File: src/rtl/xoshiro128_stream.sv
// xoshiro128 stream generator: one state engine, run-time scrambler select
// (++, **, +), prefetch FIFO with valid/ready output and a 128-cycle jump().
//
// Parameters
//   FIFO_DEPTH  prefetch entries (power of two, 2..16)
//   SEED0..3    reset value of state words s0..s3
// Ports
//   clk, rst_n            clock, asynchronous active-low reset
//   mode                  scrambler: 0 ++, 1 **, 2 +, 3 ++
//   write/_addr/_data     overwrite state word s[write_addr], flushes FIFO
//   jump_start            start jump(); ignored while busy
//   out_valid/ready/data  output stream handshake, out_data is the FIFO head
//   busy                  jump in progress
//   level                 FIFO occupancy
module xoshiro128_stream #(
    parameter int unsigned FIFO_DEPTH = 4,
    parameter logic [31:0] SEED0      = 32'h2C981311,
    parameter logic [31:0] SEED1      = 32'hF012F489,
    parameter logic [31:0] SEED2      = 32'h4826A2A8,
    parameter logic [31:0] SEED3      = 32'hC0910824
) (
    input  logic                          clk,
    input  logic                          rst_n,
    input  logic [1:0]                    mode,
    input  logic                          write,
    input  logic [1:0]                    write_addr,
    input  logic [31:0]                   write_data,
    input  logic                          jump_start,
    output logic                          out_valid,
    input  logic                          out_ready,
    output logic [31:0]                   out_data,
    output logic                          busy,
    output logic [$clog2(FIFO_DEPTH):0]   level
);

    localparam int unsigned AW = $clog2(FIFO_DEPTH);
    localparam int unsigned LW = AW + 1;
    // Jump polynomial, word 0 in the low bits so bit i is JUMP_BITS[i].
    localparam logic [127:0] JUMP_BITS = {32'h77f2db5b, 32'h6fa035c3,
                                          32'hf542d2d3, 32'h8764000b};

    // Registered state
    logic [31:0]    s      [4];
    logic [31:0]    acc    [4];
    logic [31:0]    mem    [FIFO_DEPTH];
    logic [AW-1:0]  rd_ptr;
    logic [AW-1:0]  wr_ptr;
    logic [LW-1:0]  count;
    logic [6:0]     jcnt;
    logic           busy_q;
    logic           valid_q;
    logic [31:0]    head_q;

    // Next-state values
    logic [31:0]    s_n    [4];
    logic [31:0]    acc_n  [4];
    logic [31:0]    mem_n  [FIFO_DEPTH];
    logic [AW-1:0]  rd_n;
    logic [AW-1:0]  wr_n;
    logic [LW-1:0]  count_n;
    logic [6:0]     jcnt_n;
    logic           busy_n;
    logic           valid_n;
    logic [31:0]    head_n;

    // Helpers
    logic [31:0]    st     [4];
    logic [31:0]    word;
    logic [31:0]    sum;
    logic [31:0]    sum_rot;
    logic [31:0]    m5;
    logic [31:0]    m5_rot;
    logic [31:0]    t2;
    logic [31:0]    t3;
    logic           jbit;
    logic           full;
    logic           pop_c;
    logic           gen_c;

    assign out_valid = valid_q;
    assign out_data  = head_q;
    assign busy      = busy_q;
    assign level     = count;

    // Next state: write > jump step > jump start > stream push/pop
    always_comb begin
        s_n     = s;
        acc_n   = acc;
        mem_n   = mem;
        rd_n    = rd_ptr;
        wr_n    = wr_ptr;
        count_n = count;
        jcnt_n  = jcnt;
        busy_n  = busy_q;
        jbit    = JUMP_BITS[jcnt];

        // One xoshiro128 state step from the current s
        t2    = s[2] ^ s[0];
        t3    = s[3] ^ s[1];
        st[1] = s[1] ^ t2;
        st[0] = s[0] ^ t3;
        st[2] = t2 ^ {s[1][22:0], 9'b0};
        st[3] = {t3[20:0], t3[31:21]};

        // Scrambled output of the current s
        sum     = s[0] + s[3];
        sum_rot = {sum[24:0], sum[31:25]};
        m5      = s[1] + {s[1][29:0], 2'b00};
        m5_rot  = {m5[24:0], m5[31:25]};
        case (mode)
            2'd1:    word = m5_rot + {m5_rot[28:0], 3'b000};
            2'd2:    word = sum;
            default: word = sum_rot + s[0];
        endcase

        full  = (count == LW'(FIFO_DEPTH));
        pop_c = valid_q && out_ready;
        gen_c = !busy_q && !jump_start && (!full || pop_c);

        if (write) begin
            s_n[write_addr] = write_data;
            rd_n    = '0;
            wr_n    = '0;
            count_n = '0;
            busy_n  = 1'b0;
        end else if (busy_q) begin
            if (jcnt == 7'd127) begin
                // Final bit folds the pre-step state straight into s
                for (int k = 0; k < 4; k++) begin
                    s_n[k] = acc[k] ^ (jbit ? s[k] : 32'h0);
                end
                busy_n = 1'b0;
            end else begin
                if (jbit) begin
                    for (int k = 0; k < 4; k++) begin
                        acc_n[k] = acc[k] ^ s[k];
                    end
                end
                s_n    = st;
                jcnt_n = 7'(jcnt + 7'd1);
            end
        end else if (jump_start) begin
            busy_n  = 1'b1;
            jcnt_n  = '0;
            acc_n   = '{default: 32'h0};
            rd_n    = '0;
            wr_n    = '0;
            count_n = '0;
        end else begin
            if (pop_c) begin
                rd_n = AW'(rd_ptr + 1'b1);
            end
            if (gen_c) begin
                mem_n[wr_ptr] = word;
                wr_n          = AW'(wr_ptr + 1'b1);
                s_n           = st;
            end
            if (gen_c && !pop_c) begin
                count_n = LW'(count + 1'b1);
            end else if (!gen_c && pop_c) begin
                count_n = LW'(count - 1'b1);
            end
        end

        // Head and valid are registered from their next-state values
        valid_n = (count_n != '0);
        head_n  = mem_n[rd_n];
    end

    // State registers
    always_ff @(posedge clk or negedge rst_n) begin
        if (!rst_n) begin
            s       <= '{SEED0, SEED1, SEED2, SEED3};
            acc     <= '{default: 32'h0};
            mem     <= '{default: 32'h0};
            rd_ptr  <= '0;
            wr_ptr  <= '0;
            count   <= '0;
            jcnt    <= '0;
            busy_q  <= 1'b0;
            valid_q <= 1'b0;
            head_q  <= '0;
        end else begin
            s       <= s_n;
            acc     <= acc_n;
            mem     <= mem_n;
            rd_ptr  <= rd_n;
            wr_ptr  <= wr_n;
            count   <= count_n;
            jcnt    <= jcnt_n;
            busy_q  <= busy_n;
            valid_q <= valid_n;
            head_q  <= head_n;
        end
    end

endmodule
File: config.mk
export PLATFORM = sky130hd
export DESIGN_NAME = xoshiro128_stream
export DESIGN_NICKNAME = d
export VERILOG_FILES = /design/src/rtl/xoshiro128_stream.sv
export SDC_FILE = /design/constraint.sdc
export NUM_CORES = 1
export LEC_CHECK = 0
export CAP_MARGIN = 20
export CORE_MARGIN = 2
export CORE_UTILIZATION = 32
export DETAILED_ROUTE_END_ITERATION = 10
export GPL_TIMING_DRIVEN = 1
export PLACE_DENSITY_LB_ADDON = 0.25
export SLEW_MARGIN = 25
export SYNTH_ARGS = -nofsm -noshare
export SYNTH_HDL_FRONTEND = slang
export SYNTH_SLANG_ARGS = --single-unit
File: constraint.sdc
create_clock -name clk -period 9.15 [get_ports clk]
set_clock_uncertainty 0.2 [all_clocks]
set_input_delay 0.915 -clock clk [delete_from_list [all_inputs] [get_ports clk]]
set_output_delay 0.915 -clock clk [all_outputs]
set_load 0.01 [all_outputs]
==> run metrics <==
Starting Density around a third; Critical Path Slowest Stage Cell dfrtp_1; setup TNS 0 ps; Syn Area/Cell 8.294 um2; layout cells sized above 1 6.364%; Final Critical Period between 7000 and 8000 ps; vias in the first global route between 20000 and 30000; row count between 100 and 150; chip width around 310 um; CTS buffer count 50; CP peak stage delay 760 ps; post-CTS sizing 0; final number of hold-violating endpoints 0; Routed WL per cell between 20 and 25 um; Critical Path AT about 7700 ps; crit path kind register to register; cell mode on critical path a21oi_1; vias about 27000; clk slew on worst S/H paths 80 ps; largest net degree at the start of global routing 143; status complete, no violations; global-route wire length before repair ~170 mm; Main synth FF type dfrtp_1; worst-margin pin slew about 1200 ps; Syn Std Cell Area between 20000 and 30000 um2; initial DRC count around 2700; overall die area between 90000 and 100000 um2; final HPWL from detailed placement 77.09 mm; final worst-path cycle share between 80% and 90%; Layout Area Growth over Synthesis 11.80%; DR DRC count 0; Synth async-reset ratio 100.0%; Critical path origin s[65]; Crit path required time approximately 9400 ps; Slew Viols, Final 0; syn nets 3742; number of I/O port buffers just under 80; CTS tree done; worst-path fanout max 10; CORE AREA between 90000 and 100000 um2; GRT Util Overall around 23%; Worst Hold Class input port to async pin; Die Y between 300 and 400 um; synthesized instance count between 3000 and 4000; routability cong. ~0.97; Max Root-Sink Buffers 3; RSZ-0062 raised after global routing no; htree depth 2; Post-layout nets between 3000 and 4000; worst r2r src s[65]; DRT Wirelength around 110 mm; antenna violations before repair 2; Via density ~5.6; DR pass1 iterations 6; leading area contributor after synthesis dfrtp_1; GRT overflow 0; CTS Sinks 432; antenna fix cells 0; setup bufs post-CTS 0; Clock Latency Late Sink ~630 ps; sequential share of the synthesized area between 30% and 40%; I/O pin total 78; crit start category register; Synth area leaders dfrtp_1 (33%), xor2_1 (6.8%), nand2_1 (6.7%); Final ANT Viol Nets 0; worst path cell trace ha_1 > a211oi_1 > o21ai_1 > a21oi_1 > o22ai_1 > a21oi_1 > nand2_1 > a21o_1 > a21o_1 > or4_1 > and3_1 > ha_1 > a21oi_1 > o221ai_1 > a21oi_1 > o31ai_1 > a311oi_1 > o21ai_1 > a21oi_1 > xnor2_1 > a221oi_1 > o31ai_1; FMAX 0.1349 GHz; yosys warns 0; EDFF count, synth 0; clock root cell clkbuf_16; Synth top area share about a third; max_slew headroom 21.35%; post-synthesis cell type count between 80 and 90; CP Capture Type register; Max Cap Viol 0; endpoints failing setup 0; hold_buf cts 0; Synth Register Bits between 400 and 500
-- stage by stage --
| stage | cells | instance area [um2] | utilization, % | worst slack (ps) | hold WS, ps |
|---|---|---|---|---|---|
| 2_1_floorplan | 3564 | 29560 | - | 3603 | 235.0 |
| 3_3_place_gp | 4643 | 31360 | 34.21 | 1863 | 249.6 |
| 3_5_place_dp | 4643 | 31370 | 34.22 | 1954 | 259.3 |
| 4_1_cts | 4737 | 33050 | 36.05 | 1895 | 192.6 |
| 5_1_grt | 4737 | 33050 | 36.06 | 1445 | 208.2 |
| 6_report | 4737 | 33050 | 36.06 | 1739 | 135.7 |
-- path summary, 6_finish.rpt --
kind / endpoint / slack [ps] / depth (start not counted)
hold reg to reg: mem[126] / 270 / 2
min in group clk: mem[126] / 270 / 2
max in group asynchronous: s[42] / 7070 / 2
setup reg to reg: out_data[30] / 1740 / 22
setup / recovery: out_data[30] / 1740 / 22
hold / removal: wr_ptr[0] / 140 / 1
-- registers in the layout, summed over array words and instances (netlist names) --
register,flops
rd_ptr,2
out_valid,1
level,3
s,128
mem,128
wr_ptr,2
busy,1
out_data,32
acc,128
jcnt,7
-- layer usage --
| layer | GRT usage, % | vias up | part of all wire [%] |
|---|---|---|---|
| li1 | - | 12460 | - |
| met1 | 32.97 | 12980 | 46 |
| met2 | 34.61 | 1039 | 43 |
| met3 | 4.624 | 188 | 8.0 |
| met4 | 8.191 | 4 | 3.7 |
| met5 | 0 | - | 0.013 |
-- area by class of cell --
class	count	area, um2
fill	9559	58610
multi-input combinational	2846	17700
sequential	432	10870
tap	1186	1484
clock buffer	74	1483
timing repair buffer	120	1106
inverter	59	221.5
clock inverter	20	192.7
-- logic make-up after synthesis --
kind of cell | after synthesis | share of synthesized area, %
flip-flops | 432 | 36.76
buffers and inverters | 286 | 3.632
AO/OA/AOI/OAI | 1068 | 22.76
AND/OR/NAND/NOR | 1202 | 17.43
adder cells (fa/ha/maj) | 137 | 5.900
XOR/XNOR | 388 | 11.59
multiplexers | 51 | 1.934
-- Yosys cell counts (10+ instances only) --
master / instances
nand4_1: 21
a31oi_1: 39
a221oi_1: 38
o21ai_1: 80
dfrtp_1: 388
o21a_1: 21
nor3_1: 47
o32ai_1: 16
a21o_1: 50
and3_1: 13
nand3_1: 53
o22ai_1: 28
o221ai_1: 23
o31ai_1: 15
o21bai_1: 13
xnor2_1: 156
o22a_1: 11
nand2_1: 526
a22oi_1: 11
ha_1: 133
clkbuf_1: 211
and2_1: 28
o21ai_0: 276
a41oi_1: 10
a22o_1: 21
or3_1: 14
buf_1: 16
a21oi_1: 261
dfstp_2: 44
a211oi_1: 40
nor2_1: 400
inv_1: 58
o211ai_1: 30
mux2i_1: 38
xor2_1: 230
a211o_1: 14
nand2b_1: 37
nor2b_1: 15
-- worst max-delay path, delay by kind of cell, from the launching register on --
kind	cells	cell delay [ps]
fa+ha+maj	2	770
simple gates	3	760
flops	1	760
compound gates	16	4680
xor+xnor	1	80
-- layout by cell type (no fill, tap or decap), drive strengths merged, types with 15 or more instances in the layout --
cell	Yosys	final
nand2	526	526
nor2	400	400
dfrtp	388	388
o21ai	356	356
a21oi	263	263
xor2	230	230
xnor2	156	156
ha	133	133
clkdlybuf4s50	0	75
clkbuf	211	74
inv	59	60
nand3	53	53
a21o	50	50
nor3	47	47
buf	16	45
dfstp	44	44
a211oi	40	40
a221oi	40	40
a31oi	39	39
mux2i	38	38
nand2b	37	37
o211ai	31	31
and2	30	30
o22ai	28	28
o221ai	23	23
nand4	21	21
o21a	21	21
a22o	21	21
o32ai	16	16
o31ai	15	15
nor2b	15	15
clkinv	0	15
Power is not shown: default switching activity piles up to over one toggle a cycle in this logic, so the estimate is an artifact.
